===== config.mk =====
export PLATFORM = sky130hd
export DESIGN_NAME = alu_result_buffer
export DESIGN_NICKNAME = d
export VERILOG_FILES = /design/src/rtl/alu_pkg.sv /design/src/rtl/sync_fifo.sv /design/src/rtl/alu_result_buffer.sv
export SDC_FILE = /design/constraint.sdc
export NUM_CORES = 1
export LEC_CHECK = 0
export BUFFER_PORTS_ARGS = -buffer_cell sky130_fd_sc_hd__buf_2
export CORE_ASPECT_RATIO = 1.75
export CORE_UTILIZATION = 45
export DETAILED_ROUTE_END_ITERATION = 10
export MAX_ROUTING_LAYER = met4
export PLACE_DENSITY = 0.65
export SLEW_MARGIN = 10
export SYNTH_ARGS = -nofsm -noshare
export SYNTH_HDL_FRONTEND = slang
export SYNTH_SLANG_ARGS = --single-unit

===== constraint.sdc =====
create_clock -name clk -period 3.48 [get_ports clk]
set_input_delay 0 -clock clk [delete_from_list [all_inputs] [get_ports clk]]
set_output_delay 0 -clock clk [all_outputs]
set_load 0.005 [all_outputs]

===== src/rtl/alu_pkg.sv =====
// Shared ALU-side types: widths, per-result status flags and the buffered entry layout.
package alu_pkg;

    localparam int ALU_WIDTH = 16;

    typedef struct packed {
        logic carry;
        logic neg;
        logic zero;
    } alu_flags_t;

    typedef struct packed {
        logic [ALU_WIDTH-1:0] result;
        alu_flags_t           flags;
    } alu_entry_t;

endpackage


===== src/rtl/sync_fifo.sv =====
// Single-clock FIFO with occupancy count; the read port shows zero whenever the FIFO is empty.
module sync_fifo #(
    parameter int DATA_W = 19,
    parameter int DEPTH  = 4
) (
    input  logic                       clk,
    input  logic                       reset,
    input  logic                       push,
    input  logic                       pop,
    input  logic [DATA_W-1:0]          wr_data,
    output logic [DATA_W-1:0]          rd_data,
    output logic [$clog2(DEPTH+1)-1:0] count,
    output logic                       full,
    output logic                       empty
);

    localparam int PTR_W = (DEPTH > 1) ? $clog2(DEPTH) : 1;
    localparam int CNT_W = $clog2(DEPTH+1);
    localparam logic [PTR_W-1:0] PTR_ONE  = PTR_W'(1);
    localparam logic [CNT_W-1:0] CNT_ONE  = CNT_W'(1);
    localparam logic [CNT_W-1:0] FULL_CNT = CNT_W'(DEPTH);

    logic [DATA_W-1:0] mem [DEPTH];
    logic [PTR_W-1:0]  wr_ptr;
    logic [PTR_W-1:0]  rd_ptr;
    logic              do_push;
    logic              do_pop;

    assign full    = (count == FULL_CNT);
    assign empty   = (count == '0);
    assign do_push = push && !full;
    assign do_pop  = pop && !empty;
    assign rd_data = empty ? '0 : mem[rd_ptr];

    // Pointers wrap naturally because DEPTH is a power of two.
    always_ff @(posedge clk) begin
        if (reset) begin
            wr_ptr <= '0;
            rd_ptr <= '0;
            count  <= '0;
        end else begin
            if (do_push) wr_ptr <= wr_ptr + PTR_ONE;
            if (do_pop)  rd_ptr <= rd_ptr + PTR_ONE;
            case ({do_push, do_pop})
                2'b10:   count <= count + CNT_ONE;
                2'b01:   count <= count - CNT_ONE;
                default: count <= count;
            endcase
        end
    end

    always_ff @(posedge clk) begin
        if (!reset && do_push) mem[wr_ptr] <= wr_data;
    end

endmodule


===== src/rtl/alu_result_buffer.sv =====
// Buffers ALU results with push-time flags behind a valid/ready handshake and keeps sticky status bits.
module alu_result_buffer
    import alu_pkg::*;
#(
    parameter int WIDTH = ALU_WIDTH,
    parameter int DEPTH = 4
) (
    input  logic                       clk,
    input  logic                       reset,
    input  logic                       in_valid,
    output logic                       in_ready,
    input  logic [WIDTH-1:0]           in_result,
    input  logic                       in_cout,
    input  logic                       in_mode,
    output logic                       out_valid,
    input  logic                       out_ready,
    output logic [WIDTH-1:0]           out_result,
    output logic                       out_carry,
    output logic                       out_zero,
    output logic                       out_neg,
    output logic [$clog2(DEPTH+1)-1:0] count,
    output logic                       sticky_carry,
    output logic                       sticky_zero,
    input  logic                       clr_sticky
);

    localparam int FLAG_W  = $bits(alu_flags_t);
    localparam int ENTRY_W = WIDTH + FLAG_W;

    alu_flags_t         in_flags;
    alu_flags_t         head_flags;
    logic [ENTRY_W-1:0] wr_entry;
    logic [ENTRY_W-1:0] rd_entry;
    logic               push;
    logic               pop;
    logic               full;
    logic               empty;

    // Carry only means something for arithmetic results.
    always_comb begin
        in_flags       = '0;
        in_flags.carry = in_cout && !in_mode;
        in_flags.neg   = in_result[WIDTH-1];
        in_flags.zero  = (in_result == '0);
    end

    assign in_ready  = !full;
    assign out_valid = !empty;
    assign push      = in_valid && in_ready;
    assign pop       = out_valid && out_ready;
    assign wr_entry  = {in_result, in_flags};

    sync_fifo #(
        .DATA_W (ENTRY_W),
        .DEPTH  (DEPTH)
    ) u_fifo (
        .clk     (clk),
        .reset   (reset),
        .push    (push),
        .pop     (pop),
        .wr_data (wr_entry),
        .rd_data (rd_entry),
        .count   (count),
        .full    (full),
        .empty   (empty)
    );

    assign out_result = rd_entry[ENTRY_W-1:FLAG_W];
    assign head_flags = alu_flags_t'(rd_entry[FLAG_W-1:0]);
    assign out_carry  = head_flags.carry;
    assign out_zero   = head_flags.zero;
    assign out_neg    = head_flags.neg;

    // A push that sets a bit overrides a same-cycle clear.
    always_ff @(posedge clk) begin
        if (reset) begin
            sticky_carry <= 1'b0;
            sticky_zero  <= 1'b0;
        end else begin
            sticky_carry <= (sticky_carry && !clr_sticky) || (push && in_flags.carry);
            sticky_zero  <= (sticky_zero && !clr_sticky) || (push && in_flags.zero);
        end
    end

endmodule


# After elaboration in Yosys (flattened, before gate mapping)
# Memory sizes are Yosys's and may differ from the RTL's. A register that Yosys moved wholly into a read port is not among the register bits.
# Cells that the tools add are included.
# word_totals
mem_bits_rw,76
n_memories,1
in_bits,23
romBits,0
word_cells,39
ff_bits,9
latch_bits,0
# op_classes
addsub,4
n_reduce_logical,20
eq_ne,3
order_cmp,0
shift,0
bitwise,0
muxes,6
n_mul,0
div_mod_pow,0
# memory_table
memory,depth,word_bits,rd,rd_ports_with_merged_regs,wr,line_no,source
u_fifo.mem,4,19,1,1,1,sync_fifo.sv:23,logic [DATA_W-1:0] mem [DEPTH];
# ops
cell,n
two-way mux 19 bit,1
zero test 16 bit,1
logical AND 1 bit,10
one-hot mux 3 bit (2 select lines),1
zero test 1 bit,5
adder 2 x 1 -> 2 bit (second input constant),2
two-way mux 2 bit,2
adder 3 x 1 -> 3 bit (second input constant),1
equality test 3 bit (second input constant),1
zero test 3 bit,1
subtractor 3 x 1 -> 3 bit (second input constant),1
equality test 2 x 1 -> 1 bit (second input constant),1
equality test 2 bit (second input constant),1
logical OR 1 bit,2
two-way mux 1 bit,2
nonzero test 2 bit,1

# Longest topological paths before layout
# logic_depth
ltp_word,7
depth_mapped,9

# Hierarchy
# A second synthesis with hierarchy kept.
# unflattened
hier_cells,192
area_unflattened_um2,3609.7
# modules_own_cells
mod,area_each_um2,n_inst,seq_area_each_um2,cells_per_inst
sync_fifo,3474.6,1,2462.4,174
alu_result_buffer,135.1,1,40.0,18

# Worst setup path before layout
# OpenSTA, ideal clock, no wires.
# synth_timing
path_type,register -> register
startpoint,register u_fifo.count[2]
endpoint,register u_fifo.count[2]
required_ps,3409
setup_ps,71
path_slack_ps,1399
arrival_ps,2010
stages_incl_launch_ff,10
cell_sequence,dfxtp_1 nor3b_2 inv_2 nand2_1 ha_1 inv_1 fa_1 xor2_1 or3_1 a21oi_1
# synth_via
elab_chain_len,6
elab_cells_between_ends,14
classes_between,2 x add/sub; 3 x eq/ne; 1 x mux; 8 x reduce/logical
# synth_rtl
element,line_no,source
"start, declared",sync_fifo.sv:12,"output logic [$clog2(DEPTH+1)-1:0] count,"
"start signal, assigned",sync_fifo.sv:45,2'b10: count <= count + CNT_ONE;
"start signal, assigned",sync_fifo.sv:46,2'b01: count <= count - CNT_ONE;
"start signal, assigned",sync_fifo.sv:47,default: count <= count;
equality test 3 bit *,sync_fifo.sv:29,assign full = (count == FULL_CNT);
zero test 1 bit *,alu_result_buffer.sv:47,assign in_ready = !full;
named net in_ready,alu_result_buffer.sv:11,"output logic in_ready,"
logical AND 1 bit,alu_result_buffer.sv:49,assign push = in_valid && in_ready;
logical AND 1 bit *,sync_fifo.sv:31,assign do_push = push && !full;
equality test 2 x 1 -> 1 bit or equality test 2 bit (tied branches),sync_fifo.sv:44,"case ({do_push, do_pop})"
one-hot mux 3 bit (2 select lines) or nonzero test 2 bit (tied branches),--,
# The timed path passes the listed nets; every way through them passes the cells marked *.
# A chain may end at the register's enable or synchronous reset.

# Worst setup path in the final report
# layout_timing
startpoint,register u_fifo.count[2]
endpoint,register sticky_carry
# layout_via
elab_chain_len,5
# layout_rtl
element,line_no,source
equality test 3 bit,sync_fifo.sv:29,
zero test 1 bit,alu_result_buffer.sv:47,
logical AND 1 bit,alu_result_buffer.sv:49,
logical AND 1 bit,alu_result_buffer.sv:80,sticky_carry <= (sticky_carry && !clr_sticky) || (push && in_flags.carry);
logical OR 1 bit,alu_result_buffer.sv:80,
"end signal, assigned",alu_result_buffer.sv:80,
"end, declared",alu_result_buffer.sv:22,"output logic sticky_carry,"
# No other way between the ends.

==> flow_metrics.py <==
metrics = {
    "floorplanning": {
        "row_count": 41,
        "dieWidth_um": 67.5,
        "die_h_um": 117,
        "core_area_mm2": 0.00723,
        "io_pins": 49,
        "start_util_pct": 46.7,
        "dieArea_mm2": 0.00787,
    },
    "synth": {
        "yosysTopAreaCellShare_pct": 64.0,
        "avgSynthCellArea_um2": 18.5,
        "ys_seq_elements": 83,
        "synth_edf_count": 72,
        "synth_mux_area_share_pct": 12.9,
        "seq_area_frac_synth_pct": 70.6,
        "synthMostInstantiatedCell": "edfxtp_1",
        "synth_top_family_by_area": "multiplexers",
        "synth_simple_gate_area_share_pct": 8.19,
        "yosys_warnings": 0,
        "synth-compound-area-share_pct": 2.04,
        "postSynthCellCount": 182,
        "synthFlopType": "edfxtp_1",
        "synth_fa_ha_area_share_pct": 2.45,
        "synth_xor_area_share_pct": 1.04,
        "synth_nets": 211,
        "synth_area_mm2": 0.00338,
        "yosysUniqueCellTypes": 32,
        "synthArstFlopShare_pct": 0,
        "synth_area_leaders": "edfxtp_1 (64%), mux4_2 (6.7%), dfxtp_1 (6.5%), mux4_1 (6.2%), nor2b_1 (3.2%)",
        "synthTopCellsByCount": "edfxtp_1 (72), nor2b_1 (17), dfxtp_1 (11)",
        "synth_top_cell_by_area": "edfxtp_1",
    },
    "clocking": {
        "clockBufferDepth": 2,
        "clk_pin_slew_ps": 60,
        "numCtsBuffers": 9,
        "post-cts-setup-buffers": 0,
        "root_buffer": "clkbuf_16",
        "cts_tree": "built",
        "cts.sinks": 83,
        "clkLatencyLatePin_ps": 330,
        "h-tree-depth": 3,
    },
    "worst_setup_path": {
        "reg2reg_depth": 6,
        "path_cells": "nor3b_2, inv_2, a32oi_1, dlygate4sd3_1, nor2_1, dlygate4sd3_1",
        "path_common_cell": "dlygate4sd3_1",
        "end_kind": "flip-flop",
        "start_kind": "flip-flop",
        "crit_path_max_fanout": 7,
        "worst_path_max_delay_cell": "dlygate4sd3_1",
        "critPathKind": "reg -> reg",
        "rr_startpoint": "u_fifo.count[2]",
        "rr_endpoint": "sticky_carry",
        "slowest_delay_ps": 580,
        "worstPathRequired_ps": 3700,
        "crit_arrival_ps": 2570,
        "ff2ff_setup_slack_ps": 1130,
    },
    "cells_and_area": {
        "postLayoutCellArea_mm2": 0.00420,
        "syn2layout_area_growth_pct": 24.4,
        "final_net_count": 290,
        "drive_above_1_share_pct": 29.8,
        "layoutNonFillerInstCount": 351,
        "diodes": 0,
        "post-route-util_pct": 58.1,
    },
    "placed_design": {
        "preCtsSetupSlack_ps": 1240,
        "dp.cells": 314,
        "port_buffers": 48,
        "dp_hpwl_um": 3780,
        "dpl_cell_area_mm2": 0.00370,
        "routabilityCongestion": 0.672,
    },
    "timing": {
        "slew_headroom_pct": 36.0,
        "setup_viol": 0,
        "period_minus_slack_ps": 2350,
        "max_freq_mhz": 425,
        "tns_ps": 0,
        "worstMarginPinSlew_ps": 957,
        "grt_setup_unrepaired": "no",
        "skew_ps": 5.70,
        "hold_slack_ps": 14.7,
        "fin_crit_sh_pct": 67.7,
        "fin_ws_ps": 1130,
        "maxSlewViolCount": 0,
        "hold_violations": 0,
    },
    "min_path": {
        "min_to": "u_fifo.mem[2][2]",
        "hold_class": "in -> reg",
        "worstHoldPathCells": 2,
        "worstHoldStart": "in_mode",
    },
    "global_route": {
        "grt_overflow": 0,
        "antenna_found_initial": 0,
        "grt_max_degree": 20,
        "grt_pass1_wl_um": 9380,
        "grt_pass1_vias": 1858,
        "grt_usage_pct": 17.8,
    },
    "route": {
        "avgViaCountPerCell": 5.15,
        "via_count": 1806,
        "drt_wl_total_um": 5910,
        "drt_iter0_drc": 113,
        "drtAntennaViolNets": 0,
        "drc": 0,
        "drtPass1Iterations": 4,
        "wl_per_cell_um": 16.8,
    },
    "power_and_ir_drop": {
        "p_int_mw": 2.09,
        "power_frac_comb_pct": 26.7,
        "finalPower_mw": 2.85,
        "power.density_mw_per_mm2": 679,
        "pwr-share-seq_pct": 42.6,
        "peakVddDrop_mv": 0.504,
        "clockPowerShare_pct": 30.7,
        "p_switching_mw": 0.758,
        "p_leak_nw": 1.55,
        "switching_share_pct": 26.6,
    },
    "job": {
        "drv_cap": 0,
    },
    "outcome": {
        "status": "completed",
    },
}
cells by family (layout without fill, tap and decap cells):
logic type | Yosys count | count (layout)
XOR/XNOR | 4 | 4
adder cells (fa/ha/maj) | 6 | 6
flip-flops | 83 | 83
buffers and inverters | 17 | 100
AND/OR/NAND/NOR | 43 | 43
multiplexers | 18 | 18
AO/OA/AOI/OAI | 11 | 11
sequential cells by signal, summed over array words and instances, names as in the netlist, named ones only:
name,count
sticky_carry,1
sticky_zero,1
u_fifo.count,3
u_fifo.mem,72
u_fifo.wr_ptr,2
u_fifo.rd_ptr,2
worst max-delay path by stage:
stage                     from               to  slack (ps)  cells after the start
2_1_floorplan  u_fifo.count[2]  u_fifo.count[2]        1400                      9
3_3_place_gp   u_fifo.count[2]  u_fifo.count[2]        1300                      9
3_5_place_dp   u_fifo.count[2]  u_fifo.count[2]        1240                      9
4_1_cts        u_fifo.count[2]     sticky_carry        1150                      6
5_1_grt        u_fifo.count[2]     sticky_carry        1000                      6
6_report       u_fifo.count[2]     sticky_carry        1130                      6
power groups by stage:
stage	Combinational (mW)	Sequential [mW]	Clock, mW
5_1_grt	0.856	1.23	0.926
6_report	0.762	1.22	0.875
4_1_cts	0.786	1.22	0.892
3_5_place_dp	0.762	1.24	0
2_1_floorplan	0.536	1.22	0
3_3_place_gp	0.756	1.23	0
critical path, delay by kind of cell, from the launching register on:
family | cells | cell delay (ps)
flip-flops | 1 | 450
buffers and inverters | 3 | 1230
AO/OA/AOI/OAI | 1 | 200
AND/OR/NAND/NOR | 2 | 370
placed cells by master (no fill, tap or decap), types with 3 or more instances in the layout:
| cell | count |
|---|---|
| dfxtp_1 | 11 |
| clkbuf_16 | 9 |
| nor2b_1 | 17 |
| inv_1 | 9 |
| buf_2 | 48 |
| buf_4 | 5 |
| and2_1 | 4 |
| mux4_1 | 8 |
| a21oi_1 | 4 |
| o21ai_0 | 3 |
| nor2_1 | 8 |
| nor4_1 | 4 |
| xor2_1 | 4 |
| dlygate4sd3_1 | 22 |
| ha_1 | 5 |
| mux4_2 | 10 |
| edfxtp_1 | 72 |
what timing repair did:
action                    CTS  global route
hold endpoints to repair   72             0
hold buffers               22             0
resized for setup           0             0
routing by layer:
layer  vias up  part of all wire [%]  global-route usage [%]
met4         0                   2.1                    9.36
met1       875                    40                    18.3
met3        12                   3.3                    4.79
li1        867                     -                       -
met2        52                    55                    30.0
met5         -                     0                       -
area by class of cell:
cell class / instances / area, µm²
fillers: 551 / 3030
multi-input cells: 82 / 898
clock buffers: 11 / 233
clock inverters: 4 / 42.5
well taps: 86 / 108
repair buffers: 75 / 498
flip-flops and latches: 83 / 2380
inverters: 10 / 37.5
No activity file was read; power rests on OpenSTA's default activity.
